### src/rtl/datapath_seq_if.sv
// Command/status bundle between the controller and the self-sequencing datapath.
interface datapath_seq_if #(
    parameter int W  = 16,
    parameter int AW = 3
);
    logic          start;
    logic [1:0]    src_sel;
    logic [1:0]    alu_op;
    logic [1:0]    shift;
    logic          asel;
    logic          bsel;
    logic          wb_en;
    logic          flags_en;
    logic [AW-1:0] rd;
    logic [AW-1:0] rn;
    logic [AW-1:0] rm;
    logic [7:0]    imm8;
    logic [4:0]    imm5;
    logic [W-1:0]  mdata;
    logic [AW-1:0] dbg_sel;
    logic          busy;
    logic          done;
    logic [W-1:0]  datapath_out;
    logic          V;
    logic          N;
    logic          Z;
    logic [W-1:0]  dbg_data;

    modport master (
        output start, src_sel, alu_op, shift, asel, bsel, wb_en, flags_en,
               rd, rn, rm, imm8, imm5, mdata, dbg_sel,
        input  busy, done, datapath_out, V, N, Z, dbg_data
    );

    modport slave (
        input  start, src_sel, alu_op, shift, asel, bsel, wb_en, flags_en,
               rd, rn, rm, imm8, imm5, mdata, dbg_sel,
        output busy, done, datapath_out, V, N, Z, dbg_data
    );
endinterface

### src/rtl/datapath_seq.sv
// Self-sequencing datapath: register file, A/B/C pipeline registers, shifter,
// ALU and status register, driven by a start/busy/done command handshake.
// The interface instance connected to bus must use the same W/AW as this module.
module datapath_seq #(
    parameter int W  = 16,
    parameter int AW = 3
) (
    input  logic          clk,
    input  logic          reset_n,
    datapath_seq_if.slave bus
);
    localparam int NREG = 2 ** AW;

    localparam logic [2:0] IDLE  = 3'd0;
    localparam logic [2:0] LOADA = 3'd1;
    localparam logic [2:0] LOADB = 3'd2;
    localparam logic [2:0] EXEC  = 3'd3;
    localparam logic [2:0] WB    = 3'd4;

    logic [2:0]    state;
    logic [W-1:0]  regs [NREG];
    logic [W-1:0]  a_reg, b_reg, c_reg;
    logic          v_flag, n_flag, z_flag;
    logic          done_reg;

    logic [1:0]    cmd_src, cmd_op, cmd_shift;
    logic          cmd_asel, cmd_bsel, cmd_wb, cmd_flags;
    logic [AW-1:0] cmd_rd, cmd_rn, cmd_rm;
    logic [7:0]    cmd_imm8;
    logic [4:0]    cmd_imm5;

    logic [W-1:0]  imm8_ext, imm5_ext, b_shift, ain, bin, alu_res, wb_value;
    logic          alu_v;

    assign imm8_ext = {{(W-8){cmd_imm8[7]}}, cmd_imm8};
    assign imm5_ext = {{(W-5){cmd_imm5[4]}}, cmd_imm5};
    assign ain      = cmd_asel ? '0 : a_reg;
    assign bin      = cmd_bsel ? imm5_ext : b_shift;

    // Shifter on the B pipeline register
    always_comb begin
        b_shift = b_reg;
        case (cmd_shift)
            2'b01:   b_shift = {b_reg[W-2:0], 1'b0};
            2'b10:   b_shift = {1'b0, b_reg[W-1:1]};
            2'b11:   b_shift = {b_reg[W-1], b_reg[W-1:1]};
            default: b_shift = b_reg;
        endcase
    end

    // ALU result and signed-overflow detection
    always_comb begin
        alu_res = '0;
        alu_v   = 1'b0;
        case (cmd_op)
            2'b00: begin
                alu_res = ain + bin;
                alu_v   = (ain[W-1] == bin[W-1]) && (alu_res[W-1] != ain[W-1]);
            end
            2'b01: begin
                alu_res = ain - bin;
                alu_v   = (ain[W-1] != bin[W-1]) && (alu_res[W-1] != ain[W-1]);
            end
            2'b10:   alu_res = ain & bin;
            default: alu_res = ~bin;
        endcase
    end

    // Write-back source selection; code 11 behaves like the ALU path
    always_comb begin
        wb_value = c_reg;
        case (cmd_src)
            2'b01:   wb_value = imm8_ext;
            2'b10:   wb_value = bus.mdata;
            default: wb_value = c_reg;
        endcase
    end

    // Sequencer, command latch, pipeline registers, status and done pulse
    always_ff @(posedge clk or negedge reset_n) begin
        if (!reset_n) begin
            state     <= IDLE;
            a_reg     <= '0;
            b_reg     <= '0;
            c_reg     <= '0;
            v_flag    <= 1'b0;
            n_flag    <= 1'b0;
            z_flag    <= 1'b0;
            done_reg  <= 1'b0;
            cmd_src   <= '0;
            cmd_op    <= '0;
            cmd_shift <= '0;
            cmd_asel  <= 1'b0;
            cmd_bsel  <= 1'b0;
            cmd_wb    <= 1'b0;
            cmd_flags <= 1'b0;
            cmd_rd    <= '0;
            cmd_rn    <= '0;
            cmd_rm    <= '0;
            cmd_imm8  <= '0;
            cmd_imm5  <= '0;
        end else begin
            done_reg <= (state == WB);
            case (state)
                IDLE: begin
                    if (bus.start) begin
                        cmd_src   <= bus.src_sel;
                        cmd_op    <= bus.alu_op;
                        cmd_shift <= bus.shift;
                        cmd_asel  <= bus.asel;
                        cmd_bsel  <= bus.bsel;
                        cmd_wb    <= bus.wb_en;
                        cmd_flags <= bus.flags_en;
                        cmd_rd    <= bus.rd;
                        cmd_rn    <= bus.rn;
                        cmd_rm    <= bus.rm;
                        cmd_imm8  <= bus.imm8;
                        cmd_imm5  <= bus.imm5;
                        if (bus.src_sel == 2'b01 || bus.src_sel == 2'b10)
                            state <= WB;
                        else
                            state <= LOADA;
                    end
                end
                LOADA: begin
                    a_reg <= regs[cmd_rn];
                    state <= LOADB;
                end
                LOADB: begin
                    b_reg <= regs[cmd_rm];
                    state <= EXEC;
                end
                EXEC: begin
                    c_reg <= alu_res;
                    if (cmd_flags) begin
                        v_flag <= alu_v;
                        n_flag <= alu_res[W-1];
                        z_flag <= (alu_res == '0);
                    end
                    state <= WB;
                end
                WB:      state <= IDLE;
                default: state <= IDLE;
            endcase
        end
    end

    // Register file, written only in the write-back state
    always_ff @(posedge clk or negedge reset_n) begin
        if (!reset_n) begin
            for (int i = 0; i < NREG; i++)
                regs[i] <= '0;
        end else if (state == WB && cmd_wb) begin
            regs[cmd_rd] <= wb_value;
        end
    end

    assign bus.busy         = (state != IDLE);
    assign bus.done         = done_reg;
    assign bus.datapath_out = c_reg;
    assign bus.V            = v_flag;
    assign bus.N            = n_flag;
    assign bus.Z            = z_flag;
    assign bus.dbg_data     = regs[bus.dbg_sel];
endmodule

### src/flat_wrapper.sv
// flat-port wrapper written by rule: the top's interface ports become plain ports
module datapath_seq_flat 
#(
    parameter int W  = 16,
    parameter int AW = 3
)
  (clk, reset_n, bus_start, bus_src_sel, bus_alu_op, bus_shift, bus_asel, bus_bsel, bus_wb_en, bus_flags_en, bus_rd, bus_rn, bus_rm, bus_imm8, bus_imm5, bus_mdata, bus_dbg_sel, bus_busy, bus_done, bus_datapath_out, bus_V, bus_N, bus_Z, bus_dbg_data);
  datapath_seq_if #(.W(W), .AW(AW)) bus_i ();
  input  logic clk;
  input  logic reset_n;
  input wire logic [$bits(bus_i.start)-1:0] bus_start;
  input wire logic [$bits(bus_i.src_sel)-1:0] bus_src_sel;
  input wire logic [$bits(bus_i.alu_op)-1:0] bus_alu_op;
  input wire logic [$bits(bus_i.shift)-1:0] bus_shift;
  input wire logic [$bits(bus_i.asel)-1:0] bus_asel;
  input wire logic [$bits(bus_i.bsel)-1:0] bus_bsel;
  input wire logic [$bits(bus_i.wb_en)-1:0] bus_wb_en;
  input wire logic [$bits(bus_i.flags_en)-1:0] bus_flags_en;
  input wire logic [$bits(bus_i.rd)-1:0] bus_rd;
  input wire logic [$bits(bus_i.rn)-1:0] bus_rn;
  input wire logic [$bits(bus_i.rm)-1:0] bus_rm;
  input wire logic [$bits(bus_i.imm8)-1:0] bus_imm8;
  input wire logic [$bits(bus_i.imm5)-1:0] bus_imm5;
  input wire logic [$bits(bus_i.mdata)-1:0] bus_mdata;
  input wire logic [$bits(bus_i.dbg_sel)-1:0] bus_dbg_sel;
  output wire logic [$bits(bus_i.busy)-1:0] bus_busy;
  output wire logic [$bits(bus_i.done)-1:0] bus_done;
  output wire logic [$bits(bus_i.datapath_out)-1:0] bus_datapath_out;
  output wire logic [$bits(bus_i.V)-1:0] bus_V;
  output wire logic [$bits(bus_i.N)-1:0] bus_N;
  output wire logic [$bits(bus_i.Z)-1:0] bus_Z;
  output wire logic [$bits(bus_i.dbg_data)-1:0] bus_dbg_data;
  assign bus_i.start = bus_start;
  assign bus_i.src_sel = bus_src_sel;
  assign bus_i.alu_op = bus_alu_op;
  assign bus_i.shift = bus_shift;
  assign bus_i.asel = bus_asel;
  assign bus_i.bsel = bus_bsel;
  assign bus_i.wb_en = bus_wb_en;
  assign bus_i.flags_en = bus_flags_en;
  assign bus_i.rd = bus_rd;
  assign bus_i.rn = bus_rn;
  assign bus_i.rm = bus_rm;
  assign bus_i.imm8 = bus_imm8;
  assign bus_i.imm5 = bus_imm5;
  assign bus_i.mdata = bus_mdata;
  assign bus_i.dbg_sel = bus_dbg_sel;
  assign bus_busy = bus_i.busy;
  assign bus_done = bus_i.done;
  assign bus_datapath_out = bus_i.datapath_out;
  assign bus_V = bus_i.V;
  assign bus_N = bus_i.N;
  assign bus_Z = bus_i.Z;
  assign bus_dbg_data = bus_i.dbg_data;
  datapath_seq #(.W(W), .AW(AW)) u_core (.clk(clk), .reset_n(reset_n), .bus(bus_i));
endmodule
### config.mk
export PLATFORM = sky130hd
export DESIGN_NAME = datapath_seq_flat
export DESIGN_NICKNAME = d
export VERILOG_FILES = /design/src/rtl/datapath_seq_if.sv /design/src/rtl/datapath_seq.sv /design/src/flat_wrapper.sv
export SDC_FILE = /design/constraint.sdc
export NUM_CORES = 1
export LEC_CHECK = 0
export BUFFER_PORTS_ARGS = -buffer_cell sky130_fd_sc_hd__buf_2
export CAP_MARGIN = 20
export CELL_PAD_IN_SITES_DETAIL_PLACEMENT = 1
export CELL_PAD_IN_SITES_GLOBAL_PLACEMENT = 1
export CORE_UTILIZATION = 45
export DETAILED_ROUTE_END_ITERATION = 10
export PLACE_DENSITY = 0.81
export SETUP_SLACK_MARGIN = 0.3
export SYNTH_ARGS = -nofsm -noshare
export SYNTH_HDL_FRONTEND = slang
export SYNTH_SLANG_ARGS = --single-unit
export TNS_END_PERCENT = 50
### constraint.sdc
create_clock -name clk -period 3.8 [get_ports clk]
set_input_delay 0.57 -clock clk [delete_from_list [all_inputs] [get_ports clk]]
set_output_delay 0.57 -clock clk [all_outputs]
set_load 0.02 [all_outputs]
==> impl_metrics.csv <==
group,metric,value,unit
yosys,synth_seq_area_share,40.0,%
yosys,synth-edff-count,0,
yosys,syn_inst,1223,
finish,syn_to_final_growth,17.0,%
detailed_routing,drt_iter0_markers,747,
sta,worstMarginPinSlew,0.923,ns
clocking,cts.path.max_buffers,3,
clocking,cts_tree,"yes",
setup_path,cp-end-kind,"flip-flop",
outcome,status,"complete, no violations",
finish,layout-drive-gt1-share,32.9,%
finish,diodes,0,
placed_design,io_buffers,90,
finish,largest_reg_flops,128,
finish,layout_commonest_cell,"dfrtp_1",
placed_design,finalWeightedCongestion,0.912,
finish,fillCellCount,3090,
job,max_cap_violations,0,
detailed_routing,vias,10800,
yosys,syn-cell-area,13500,sq um
grt,grt_util_all_layers,29.9,%
yosys,avgSynthCellArea,11.0,sq um
grt,overflow,0,
yosys,yosysWarnings,0,
detailed_routing,finalWirelength,45.2,mm
grt,grt_pass1_wl,69.6,mm
setup_path,cp.arrival,3.95,ns
detailed_routing,wl_per_cell,26.3,um
clocking,clk_latency,0.57,ns
finish,nets,1407,
floorplanning,std_cell_rows,62,
setup_path,startpoint_type,"flip-flop",
floorplanning,coreArea,29100,sq um
yosys,ys_ff_latch,215,
sta,post-route-period-util,91.7,%
sta,setup_viol,0,
setup_path,cp.required,4.27,ns
detailed_routing,via_per_inst,6.30,
floorplanning,initial_core_util,46.2,%
detailed_routing,ant_nets,0,
worst_hold_path,hold_class,"input port to asynchronous set/reset pin",
grt,antenna_found_initial,0,
floorplanning,top_level_ports,91,
clocking,clkSinkCount,215,
finish,layout_common_cells,"210 x dfrtp_1, 140 x nand2_1, 98 x o21ai_0",
clocking,clk_pin_slew_worst_paths,0.06,ns
setup_path,crit_fanout,7,
setup_path,path_class,"flip-flop to flip-flop",
grt,grt_max_degree,94,
floorplanning,dieWidth,175,um
sta,fin_crit,3.49,ns
sta,final_max_slew_viol_count,0,
floorplanning,dieArea,30600,sq um
detailed_routing,first_pass_iters,5,
placed_design,hpwl,30.7,mm
sta,max_slew_margin,38.5,%
grt,grt_pass1_vias,11700,
clocking,h-tree-depth,1,
sta,hold_viol_final,0,
sta,rsz0062_at_grt,"true",
yosys,synthFlopType,"dfrtp_1",
sta,tns,0,ns
detailed_routing,drc_errors,0,
finish,top_register,"u_core.regs",
clocking,cts_buffers,26,
yosys,synth_cell_types,72,
floorplanning,dieHeight,175,um
yosys,async_reset_ff_share,100,%
clocking,cts-root-buf,"clkbuf_16",
yosys,synth_nets,1313,
sta,fin_skew,0.0279,ns
sta,clock.fmax,287,MHz
==> worst max-delay path, stage by stage, from the launching register on <==
cell and delay, ns:
dfrtp_2 0.46, buf_4 0.14, mux2i_1 0.21, o21ai_1 0.15, mux2i_4 0.25, inv_1 0.08
ha_1 0.32, nor2_1 0.17, o311ai_1 0.11, buf_4 0.16, a211oi_2 0.31, buf_4 0.17
o22ai_1 0.07, xnor2_1 0.19, mux2i_1 0.12, and3b_1 0.24, nand4_1 0.11, o21ai_1 0.14
==> synthesized netlist by cell type, types with 29 or more instances <==
master / n / area [sq um]
a21oi_1: 64 / 320
clkbuf_1: 61 / 229
dfrtp_1: 215 / 5380
ha_1: 34 / 425
inv_1: 35 / 131
mux2_1: 30 / 338
mux2_2: 82 / 923
mux2i_1: 57 / 571
mux4_2: 97 / 2180
nand2_1: 140 / 526
nor2_1: 61 / 229
o21ai_0: 99 / 495
o21ai_1: 29 / 145
==> final timing paths <==
kind,from,to,slack [ns],cells past startpoint
setup / recovery,u_core.cmd_shift[0]$_DFFE_PN0P_,u_core.bus.Z$_DFFE_PN0P_,0.31,17
hold / removal,reset_n,u_core.regs[43]$_DFFE_PN0P_,0.02,1
setup reg to reg,u_core.cmd_shift[0]$_DFFE_PN0P_,u_core.bus.Z$_DFFE_PN0P_,0.31,17
hold reg to reg,u_core.bus.N$_DFFE_PN0P_,u_core.bus.N$_DFFE_PN0P_,0.49,2
max in group asynchronous,reset_n,u_core.regs[52]$_DFFE_PN0P_,2.72,2
min in group clk,bus_rd[2],u_core.cmd_rd[2]$_DFFE_PN0P_,0.23,2
==> timing repair <==
action | in CTS | in global routing
hold buffers | 0 | 0
gates resized for setup | 12 | 42
endpoints found under the setup margin | 6 | 9
buffers inserted | 3 | 14
pin swaps | 3 | 22
==> routing by layer <==
metal | vias to the layer above | wire length, um | track usage, %
li1 | 4685 | - | -
met5 | - | 0 | 0
met1 | 5631 | 17700 | 37.3
met3 | 107 | 2900 | 5.70
met2 | 411 | 23000 | 51.5
met4 | 0 | 1500 | 10.8
==> per-stage QoR <==
step	std cells	hold WS, ns	setup WS [ns]	area, sq um	util, %
final	1720	0.0161	0.314	15700	54.1
after global routing	1720	0.0796	0.0928	15700	54.1
after CTS	1706	0.0447	0.301	15400	53.0
after detailed placement	1656	0.484	0.0833	14500	49.7
after global placement	1656	0.456	0.235	14500	49.7
after floorplan	1223	0.274	0.309	13500	-
==> layout make-up <==
cell class | instances | area, sq um | share of cell area (%)
timing repair buffer | 158 | 1010 | 6.42
tap | 384 | 480 | 3.05
clock buffer | 40 | 753 | 4.79
sequential | 215 | 5390 | 34.2
inverter | 39 | 146 | 0.930
clock inverter | 7 | 145 | 0.922
multi-input combinational | 877 | 7820 | 49.7
==> cells by family after synthesis <==
family	share of synthesized area, %
multiplexers	29.9
AND/OR/NAND/NOR	9.67
XOR/XNOR	0.976
buffers and inverters	3.82
adder cells (fa/ha/maj)	3.46
flip-flops	40.0
AO/OA/AOI/OAI	12.2
Power is not shown: default switching activity piles up to over one toggle a cycle in this logic, so the estimate is an artifact.
